File: src/rtl/ticket_pkg.sv
// ============================================================
// ticket_pkg: shared encodings for the seat booking controller
// Revision: 1.0
// ============================================================
`default_nettype none

package ticket_pkg;

  localparam int DEFAULT_CAPACITY = 100;

  typedef enum logic [1:0] {
    ST_IDLE   = 2'd0,
    ST_CHECK  = 2'd1,
    ST_COMMIT = 2'd2,
    ST_REJECT = 2'd3
  } state_e;

  typedef enum logic {
    OP_BOOK   = 1'b0,
    OP_CANCEL = 1'b1
  } op_e;

  // A request is legal when it asks for at least one seat and no more than the limit.
  function automatic logic qty_legal(input logic [2:0] q, input logic [7:0] limit);
    return (q != 3'd0) && ({5'd0, q} <= limit);
  endfunction

endpackage

`default_nettype wire

File: src/rtl/btn_debounce.sv
// ============================================================
// btn_debounce: two-flop synchronizer, level debouncer and rising-edge pulse
// Revision: 1.0
// ============================================================
`default_nettype none

module btn_debounce #(
  parameter int DB_CYCLES = 500000
) (
  input  logic clk,
  input  logic rst_n,
  input  logic i_btn,
  output logic o_level,
  output logic o_pulse
);

  localparam int CW = $clog2(DB_CYCLES + 1);

  logic [1:0]    r_sync;
  logic          r_level;
  logic          r_level_q;
  logic [CW-1:0] r_cnt;
  logic          w_differs;

  assign w_differs = r_sync[1] ^ r_level;

  always_ff @(posedge clk or negedge rst_n) begin
    if (!rst_n) begin
      r_sync    <= 2'b00;
      r_level   <= 1'b0;
      r_level_q <= 1'b0;
      r_cnt     <= '0;
    end else begin
      r_sync    <= {r_sync[0], i_btn};
      r_level_q <= r_level;
      // Level flips on the DB_CYCLES-th consecutive clock that disagrees with it.
      if (!w_differs) begin
        r_cnt <= '0;
      end else if (r_cnt == CW'(DB_CYCLES - 1)) begin
        r_cnt   <= '0;
        r_level <= r_sync[1];
      end else begin
        r_cnt <= r_cnt + CW'(1);
      end
    end
  end

  assign o_level = r_level;
  assign o_pulse = r_level & ~r_level_q;

endmodule

`default_nettype wire

File: src/rtl/booking_controller.sv
// ============================================================
// booking_controller: debounced book/cancel seat counter with check/commit FSM
// Revision: 1.0
// ============================================================
`default_nettype none

module booking_controller
  import ticket_pkg::*;
#(
  parameter int CAPACITY  = DEFAULT_CAPACITY,
  parameter int DB_CYCLES = 500000
) (
  input  logic       clk,
  input  logic       rst_n,
  input  logic       btn_book,
  input  logic       btn_cancel,
  input  logic [2:0] qty,
  output logic [7:0] avail,
  output logic [7:0] sold,
  output logic       sold_out,
  output logic       done,
  output logic       err,
  output logic       busy
);

  logic [1:0] r_rst_sync;
  logic       w_rst_n;

  // Reset asserts asynchronously but releases two clocks later, so the first edge is clean.
  always_ff @(posedge clk or negedge rst_n) begin
    if (!rst_n) r_rst_sync <= 2'b00;
    else        r_rst_sync <= {r_rst_sync[0], 1'b1};
  end
  assign w_rst_n = r_rst_sync[1];

  logic w_book_lvl, w_book_pulse, w_cancel_lvl, w_cancel_pulse;

  btn_debounce #(.DB_CYCLES(DB_CYCLES)) u_db_book (
    .clk     (clk),
    .rst_n   (w_rst_n),
    .i_btn   (btn_book),
    .o_level (w_book_lvl),
    .o_pulse (w_book_pulse)
  );

  btn_debounce #(.DB_CYCLES(DB_CYCLES)) u_db_cancel (
    .clk     (clk),
    .rst_n   (w_rst_n),
    .i_btn   (btn_cancel),
    .o_level (w_cancel_lvl),
    .o_pulse (w_cancel_pulse)
  );

  state_e     r_state, w_state_next;
  op_e        r_op, w_op_next;
  logic [2:0] r_qty, w_qty_next;
  logic [7:0] r_avail, w_avail_next;
  logic [7:0] r_sold, w_sold_next;
  logic       r_sold_out, w_sold_out_next;
  logic       r_done, w_done_next;
  logic       r_err, w_err_next;

  logic [8:0] w_qty9, w_avail9, w_sold9;
  logic       w_ovf;
  logic       w_legal;
  logic [7:0] w_limit;

  assign w_qty9   = {6'd0, r_qty};
  assign w_avail9 = (r_op == OP_BOOK) ? ({1'b0, r_avail} - w_qty9) : ({1'b0, r_avail} + w_qty9);
  assign w_sold9  = (r_op == OP_BOOK) ? ({1'b0, r_sold} + w_qty9)  : ({1'b0, r_sold} - w_qty9);
  // Cannot occur after a legal check; guards the counters if it ever did.
  assign w_ovf    = w_avail9[8] | w_sold9[8];
  assign w_limit  = (r_op == OP_BOOK) ? r_avail : r_sold;
  assign w_legal  = qty_legal(qty, w_limit);

  always_ff @(posedge clk or negedge w_rst_n) begin
    if (!w_rst_n) begin
      r_state    <= ST_IDLE;
      r_op       <= OP_BOOK;
      r_qty      <= 3'd0;
      r_avail    <= 8'(CAPACITY);
      r_sold     <= 8'd0;
      r_sold_out <= 1'b0;
      r_done     <= 1'b0;
      r_err      <= 1'b0;
    end else begin
      r_state    <= w_state_next;
      r_op       <= w_op_next;
      r_qty      <= w_qty_next;
      r_avail    <= w_avail_next;
      r_sold     <= w_sold_next;
      r_sold_out <= w_sold_out_next;
      r_done     <= w_done_next;
      r_err      <= w_err_next;
    end
  end

  always_comb begin
    w_state_next    = r_state;
    w_op_next       = r_op;
    w_qty_next      = r_qty;
    w_avail_next    = r_avail;
    w_sold_next     = r_sold;
    w_sold_out_next = r_sold_out;
    w_done_next     = 1'b0;
    w_err_next      = 1'b0;

    case (r_state)
      ST_IDLE: begin
        // Book has priority; a simultaneous cancel is dropped.
        if (w_book_pulse) begin
          w_op_next    = OP_BOOK;
          w_state_next = ST_CHECK;
        end else if (w_cancel_pulse) begin
          w_op_next    = OP_CANCEL;
          w_state_next = ST_CHECK;
        end
      end
      ST_CHECK: begin
        w_qty_next   = qty;
        w_state_next = w_legal ? ST_COMMIT : ST_REJECT;
      end
      ST_COMMIT: begin
        if (!w_ovf) begin
          w_avail_next    = w_avail9[7:0];
          w_sold_next     = w_sold9[7:0];
          w_sold_out_next = (w_avail9 == 9'd0);
        end
        w_done_next  = 1'b1;
        w_state_next = ST_IDLE;
      end
      ST_REJECT: begin
        w_err_next   = 1'b1;
        w_state_next = ST_IDLE;
      end
      default: w_state_next = ST_IDLE;
    endcase
  end

  assign avail    = r_avail;
  assign sold     = r_sold;
  assign sold_out = r_sold_out;
  assign done     = r_done;
  assign err      = r_err;
  assign busy     = (r_state != ST_IDLE);

endmodule

`default_nettype wire

File: config.mk
export PLATFORM = sky130hd
export DESIGN_NAME = booking_controller
export DESIGN_NICKNAME = d
export VERILOG_FILES = /design/src/rtl/ticket_pkg.sv /design/src/rtl/btn_debounce.sv /design/src/rtl/booking_controller.sv
export SDC_FILE = /design/constraint.sdc
export NUM_CORES = 1
export LEC_CHECK = 0
export CORE_MARGIN = 1
export CORE_UTILIZATION = 45
export DETAILED_ROUTE_END_ITERATION = 10
export SYNTH_ARGS = -nofsm -noshare
export SYNTH_HDL_FRONTEND = slang
export SYNTH_HIERARCHICAL = 1
export SYNTH_SLANG_ARGS = --single-unit
File: constraint.sdc
create_clock -name clk -period 2.8 [get_ports clk]
set_input_delay 0.42 -clock clk [delete_from_list [all_inputs] [get_ports clk]]
set_output_delay 0.42 -clock clk [all_outputs]
set_load 0.005 [all_outputs]
==> summary.md, run 1 <==
| Metric | Value |
|---|---|
| Result of the run | `finished with violations` |
| Failing checks | `setup timing` |
| Number of global-route vias before repair | `3250` |
| Syn avg cell area | `10.21 um^2` |
| Cell Area, Synth | `4195 um^2` |
| P_leak | `2.295 nW` |
| Hold buffer count at CTS | `0` |
| Worst skew pair latency | `0.36 ns` |
| CTS tree | `yes` |
| Post-synth ARST share | `1.000` |
| Fill cells | `783` |
| DP HPWL | `6654 um` |
| Final Hold Viols | `0` |
| Syn-to-layout area delta | `24.63%` |
| Global Route Usage Sum | `0.2071` |
| Initial Util | `0.4719` |
| Worst-Margin Slew | `0.5460 ns` |
| DP Cell Count | `576` |
| Largest net degree at the start of global routing | `55` |
| Minimum clock period | `2.861 ns` |
| R2R cell count | `12` |
| CP peak stage delay | `0.40 ns` |
| Final WL | `9159 um` |
| Post-synth top area share | `0.4175` |
| Ports | `27` |
| Drt wl/cell | `15.29 um` |
| Die Wd | `98.56 um` |
| Share of post-route cells with drive strength above 1 | `0.2363` |
| Cell type with the highest aggregate area in the netlist | `dfrtp_1` |
| Layout Cells excl Fill | `599` |
| CTS H-Tree Depth | `3` |
| Remaining antenna violation count | `0` |
| Family with the most delay on the worst path | `multiplexers` |
| CTS sink cnt | `73` |
| CTS max path bufs | `2` |
| Die ar. | `9713 um^2` |
| EDFF count, synth | `0` |
| Core Rows | `34` |
| CTS Buf Count | `9` |
| Remaining Overflow, GRT | `0` |
| Peak supply drop | `0.2313 mV` |
| Count of max-cap constraint violations | `0` |
| Post-synth cell types | `58` |
| Syn Nets | `443` |
| Post-Synthesis Cells | `411` |
| Sequential-to-total area share from yosys stat | `0.4363` |
| Clock-pin slew on the worst setup and hold paths | `0.08 ns` |
| Final Max Tran Viols | `0` |
| Unrepaired setup endpoints after global routing | `true` |
| Routability cong. | `0.8165` |
| Synth warn | `6` |
| Number of I/O port buffers | `26` |
| Antenna diodes | `0` |
| Detailed Route Iter0 Violations | `141` |
| Place WS | `-0.1647 ns` |
| Met3 Resource Use GR | `0.02695` |
| Max Fclk | `0.3495 GHz` |
| Crit end category | `register` |
| Cell depth of the worst setup path | `12` |
| Startpoint Class | `register` |
| Setup CP Type | `reg -> reg` |
| Die height | `98.56 um` |
| Detailed Routing Iterations Pass 1 | `4` |
| Final hold slack | `0.2137 ns` |
| Max_slew headroom | `0.6348` |
| First-pass GRT wire length | `15900 um` |
| Critical-path cell list | `buf_4, nor3_2, or2_4, inv_1, buf_4, ha_1, o21a_1, o31a_1, o21ai_2, mux2_4, nand2b_4, mux2_4` |
| Met1 global-route usage | `0.3025` |
| Initial antenna violation count | `0` |
| Setup violators final | `12` |
| Min-delay worst type | `reg -> async` |
| Root Driver | `clkbuf_8` |
| Vias per cell | `5.528` |
| Final worst path period share | `1.022` |
| CP max-delay cell | `dfrtp_1` |
| # DRC | `0` |
| Via Count | `3311` |
| Worst path required time | `3.04 ns` |
| Synth top area cells | `dfrtp_1, ha_1, xnor2_1, nor2_1, mux2_2` |
| PnR worst setup slack | `-0.06148 ns` |
| Setup TNS | `-0.3020 ns` |
| # nets final | `518` |
| Core area | `8891 um^2` |
| Layout Skew | `0.01044 ns` |
| Post-synth top flop | `dfrtp_1` |
| GR Util met2 | `0.3104` |
| Crit path max fanout | `5` |
| P per Cell Area | `404.0 nW/um^2` |
| Seq cells post-synth | `73` |
| WP buf/inv | `3` |
| Busiest layer in global routing | `met2` |
| WP data arrival | `3.10 ns` |
| Post-layout util | `0.5881` |
## report_power, final
part | total (mW) | internal [mW] | switching (mW)
clock | 0.855 | 0.419 | 0.436
combinational | 0.171 | 0.0827 | 0.0886
sequential | 1.09 | 1.07 | 0.0190
total | 2.11 | 1.57 | 0.544
## stage by stage
step | power, mW | cell area (um^2)
3_3_place_gp | 1.264 | 4881
6_report | 2.112 | 5229
3_5_place_dp | 1.269 | 4881
4_1_cts | 2.132 | 5162
2_1_floorplan | 1.201 | 4234
5_1_grt | 2.209 | 5229
## per-layer routing
metal / vias up / part of all wire
li1: 1621 / -
met3: 17 / 0.035
met1: 1613 / 0.51
met2: 60 / 0.44
met4: 0 / 0.015
met5: - / 0
## final timing paths
| kind | start | to | slack (ns) |
|---|---|---|---|
| max reg2reg | r_qty[0] | sold[7] | -0.06 |
| min reg2reg | r_rst_sync[1] | sold[3] | 0.21 |
| min in group clk | u_db_book/r_sync[0] | u_db_book/r_sync[1] | 0.35 |
| max | r_qty[0] | sold[7] | -0.06 |
| min | r_rst_sync[1] | sold[3] | 0.21 |
| max in group asynchronous | r_rst_sync[1] | u_db_book/r_sync[0] | 1.95 |
## cell usage after synthesis (3+ instances only)
library cell and n:
a211oi_1 3, a21oi_1 13, and2_1 4, buf_4 3, dfrtp_1 70, dfstp_2 3
ha_1 23, inv_1 29, mux2_2 12, mux2_4 4, mux2i_1 4, nand2_1 14
nand2b_1 3, nand3_1 18, nand4_1 8, nor2_1 44, nor2b_1 8, nor3_1 14
nor4_1 11, o21a_1 8, o21ai_0 23, or3_1 8, xnor2_1 28, xor2_1 8
## sequential cells by signal (all words and copies together), names as in the netlist
signal                 count
r_state                    2
r_op                       1
done                       1
r_qty                      3
u_db_cancel/r_level_q      1
u_db_book/r_level_q        1
avail                      8
u_db_cancel/r_cnt         19
u_db_book/r_cnt           19
u_db_book/r_sync           2
r_rst_sync                 2
sold                       8
err                        1
sold_out                   1
u_db_cancel/r_sync         2
u_db_book/o_level          1
u_db_cancel/o_level        1
## kinds of logic (layout without fill, tap and decap cells)
family	count (synthesis)	count (layout)	share of synthesized area
AND/OR/NAND/NOR	148	150	0.1948
flip-flops	73	73	0.4363
AO/OA/AOI/OAI	70	70	0.1178
buffers and inverters	38	116	0.04086
XOR/XNOR	36	36	0.07516
adder cells (fa/ha/maj)	25	25	0.07814
multiplexers	20	20	0.05607
other	1	1	0.0008939
## repair_timing
action                                  in CTS  in global routing
gates cloned                                 2                  0
gates resized for setup                     12                 17
buffers inserted                             2                  3
pin swaps                                    4                  6
endpoints found under the setup margin      15                 17
## cells in the final DEF, fill, tap and decap left out, types with 3 or more instances in the layout
master           Yosys  routed
dfstp_2              3       3
nand2b_4             1       3
nor4_1              11      11
mux2_2              12      11
ha_4                 0       5
o21a_1               8       8
mux2i_1              4       4
a211oi_1             3       3
inv_2                0       3
nand3_1             18      18
inv_1               29      25
xnor2_1             28      28
xor2_1               8       8
o21ai_1              1       5
nor2_1              44      44
nor2b_1              8       7
nand2_1             14      14
clkbuf_8             0       9
clkdlybuf4s50_1      0      26
or4_4                2       3
dfrtp_1             70      69
nand2b_1             3       3
a21oi_1             13      13
mux2_4               4       5
o21ai_0             23      17
nand4_1              8       8
nor3_1              14      13
buf_4                3      43
and2_1               4       4
or3_1                8       8
ha_1                23      17
## cell type report
type	instances	area [um^2]	area share
clock inverters	7	77.57	0.01484
well taps	108	135.1	0.02584
flip-flops and latches	73	1832	0.3503
repair buffers	71	614.3	0.1175
clock buffers	9	123.9	0.02369
inverters	29	111.4	0.02130
multi-input cells	302	2335	0.4465
Note: power is estimated with default switching activity, not from simulation.
==> run 2: changes to the inputs <==
--- a/config.mk
+++ b/config.mk
@@ -10,5 +10,4 @@
 export DETAILED_ROUTE_END_ITERATION = 10
 export SYNTH_ARGS = -nofsm -noshare
 export SYNTH_HDL_FRONTEND = slang
-export SYNTH_HIERARCHICAL = 1
 export SYNTH_SLANG_ARGS = --single-unit
==> run 2 against run 1 <==
Compared with the run above:
- the run still ends with setup timing left
- largest cell class unchanged
- combinational power grew 100%
- core utilization shrank 2.7 points
- maximum frequency up 0.12%
- largest power group unchanged
- first-iteration DRC count is 7.8% lower
==> summary.md, run 2 <==
| Metric | Value |
|---|---|
| CP peak stage delay | `0.39 ns` |
| Final Hold Viols | `0` |
| Biggest regs | `u_db_book.r_cnt: 19 flops, u_db_cancel.r_cnt: 19 flops` |
| Core area | `8678 um^2` |
| Die ar. | `9327 um^2` |
| P_leak | `2.190 nW` |
| CTS max path bufs | `2` |
| WP buf/inv | `1` |
| Sequential-to-total area share from yosys stat | `0.4548` |
| Multi-input logic area | `2210 um^2` |
| Post-synth top flop | `dfrtp_1` |
| Synth top area cells | `dfrtp_1, ha_1, xnor2_1, nor2_1, xor2_1` |
| DP Cell Count | `534` |
| Via Count | `2891` |
| Cell Area, Synth | `4025 um^2` |
| Family with the most delay on the worst path | `multiplexers` |
| Final WL | `8168 um` |
| Setup CP Type | `reg -> reg` |
| Routability cong. | `0.8294` |
| Compound-cell area share of the yosys netlist | `0.06186` |
| Peak supply drop | `0.2291 mV` |
| Setup violators final | `16` |
| Largest family of logic cells by synthesized area | `simple AND/OR/NAND/NOR gates` |
| Worst skew pair latency | `0.36 ns` |
| Top cell by count, worst path | `ha_4` |
| Final Max Tran Viols | `0` |
| Max Fclk | `0.3499 GHz` |
| Reg area | `1832 um^2` |
| Syn avg cell area | `10.35 um^2` |
| # nets final | `476` |
| Die height | `96.58 um` |
| Top post-synthesis cells by count | `dfrtp_1, nor2_1, nand2_1` |
| Remaining antenna violation count | `0` |
| Drt wl/cell | `14.66 um` |
| Layout Cells excl Fill | `557` |
| Failing checks | `setup timing` |
| Post-synthesis mux area share | `0.07212` |
| Seq cells post-synth | `73` |
| CTS sink cnt | `73` |
| Clock-pin slew on the worst setup and hold paths | `0.08 ns` |
| Number of I/O port buffers | `26` |
| First-pass GRT wire length | `13600 um` |
| EDFF count, synth | `0` |
| Most common cell after layout, fill and taps aside | `dfrtp_1` |
| Synth Area in Adders | `0.08144` |
| Post-synth ARST share | `1.000` |
| Number of global-route vias before repair | `2767` |
| Critical-path cell list | `inv_2, ha_4, ha_4, mux2_4, ha_4, nor2b_4, o31a_1, o21ai_4, nand4bb_4, nand2_4, mux2_4` |
| Hold buffer count at CTS | `0` |
| DP HPWL | `5720 um` |
| Count of max-cap constraint violations | `0` |
| Die Wd | `96.58 um` |
| Core Rows | `34` |
| Unrepaired setup endpoints after global routing | `true` |
| Post-synth cell types | `54` |
| WP data arrival | `3.09 ns` |
| Place WS | `-0.09821 ns` |
| Vias per cell | `5.190` |
| Post-Synthesis Cells | `389` |
| Ports | `27` |
| Commonest cells after routing, fill and taps aside | `dfrtp_1, nor2_1, clkdlybuf4s50_1` |
| CTS H-Tree Depth | `3` |
| Post-synth top area share | `0.4352` |
| PnR worst setup slack | `-0.05796 ns` |
| Syn Nets | `421` |
| Global Route Usage Sum | `0.1969` |
| Synth warn | `0` |
| Syn-to-layout area delta | `21.04%` |
| Antenna diodes | `0` |
| Cell type with the highest aggregate area in the netlist | `dfrtp_1` |
| Crit end category | `register` |
| Max_slew headroom | `0.6272` |
| Initial antenna violation count | `0` |
| Root Driver | `clkbuf_8` |
| Setup TNS | `-0.5485 ns` |
| Layout Skew | `0.01137 ns` |
| Share of post-route cells with drive strength above 1 | `0.1849` |
| CTS tree | `yes` |
| P per Cell Area | `451.2 nW/um^2` |
| Fill cells | `788` |
| Post-synthesis xor/xnor area fraction | `0.09357` |
| Most frequent cell after synthesis | `dfrtp_1` |
| Worst-Margin Slew | `0.5550 ns` |
| CTS Buf Count | `9` |
| CP max-delay cell | `dfrtp_1` |
| # DRC | `0` |
| Min-delay worst type | `reg -> async` |
| Detailed Routing Iterations Pass 1 | `4` |
| Largest net degree at the start of global routing | `57` |
| Remaining Overflow, GRT | `0` |
| Final worst path period share | `1.021` |
| Worst path required time | `3.04 ns` |
| Initial Util | `0.4638` |
| Crit path max fanout | `4` |
| Startpoint Class | `register` |
| Detailed Route Iter0 Violations | `130` |
| Minimum clock period | `2.858 ns` |
| Simple logic cell fraction of the synthesized area | `0.2052` |
| Result of the run | `finished with violations` |
==> run 2: cell count changes after synthesis, sizes merged, moves of 8 or more <==
| cell | change |
|---|---|
| nand2 | +11 |
| nor2 | +8 |
| nor4 | -8 |
| xor2 | +12 |
| inv | -9 |
| o21ai | -11 |
==> run 2: power by group <==
part           switching [mW]  internal (mW)  leakage [nW]  total, mW
Combinational           0.174          0.175          1.14      0.348
Clock                   0.415          0.325        0.0866      0.739
Sequential             0.0303           1.08         0.966       1.11
Total                   0.619           1.58          2.19       2.20
==> run 2: worst paths after layout <==
check / startpoint / to / slack, ns / depth (start not counted)
min in group clk: r_rst_sync[0] / r_rst_sync[1] / 0.35 / 0
worst max register to register: r_qty[0] / sold[6] / -0.06 / 11
worst max-delay path: r_qty[0] / sold[6] / -0.06 / 11
worst min register to register: r_rst_sync[1] / sold[0] / 0.20 / 0
worst min-delay path: r_rst_sync[1] / sold[0] / 0.20 / 0
max in group asynchronous: r_rst_sync[1] / avail[5] / 1.93 / 1
==> run 2: per-layer routing <==
layer,track usage,wire length [um],vias to the layer above
met3,0.05243,265,11
met1,0.2872,4165,1384
met2,0.2805,3593,41
met4,0.06740,143,0
li1,-,-,1455
met5,0,0,-
==> run 2: repair_timing <==
item	CTS	global route
buffers inserted	5	0
endpoints found under the setup margin	15	17
pin swaps	2	5
gates cloned	2	0
resized for setup	16	6
==> run 2: layout make-up <==
class | count | area share
sequential | 73 | 0.3760
clock buffer | 10 | 0.02619
tap | 108 | 0.02774
clock inverter | 6 | 0.008988
inverter | 20 | 0.01541
multi-input combinational | 291 | 0.4535
timing repair buffer | 49 | 0.09219
==> run 2: through the flow <==
| step | instance area [um^2] | total power, mW | utilization | hold slack (ns) |
|---|---|---|---|---|
| after global placement | 4538 | 1.449 | 0.5229 | 0.1992 |
| after floorplan | 4040 | 1.334 | - | 0.1244 |
| after CTS | 4841 | 2.217 | 0.5578 | 0.2058 |
| final | 4872 | 2.198 | 0.5614 | 0.2013 |
| after global routing | 4872 | 2.325 | 0.5614 | 0.2021 |
| after detailed placement | 4538 | 1.452 | 0.5229 | 0.1982 |
==> run 2: cell families (layout without fill, tap and decap cells) <==
logic type               after synthesis  in the layout
flip-flops                            73             73
AND/OR/NAND/NOR                      156            158
multiplexers                          24             24
XOR/XNOR                              43             43
buffers and inverters                 27             85
AO/OA/AOI/OAI                         40             40
adder cells (fa/ha/maj)               25             25
other                                  1              1
==> run 2: worst register-to-register path, stage by stage (launching register included) <==
cell and delay [ns]:
dfrtp_1 0.39, inv_2 0.09, ha_4 0.14, ha_4 0.18
mux2_4 0.29, ha_4 0.22, nor2b_4 0.12, o31a_1 0.32
o21ai_4 0.23, nand4bb_4 0.25, nand2_4 0.19, mux2_4 0.31
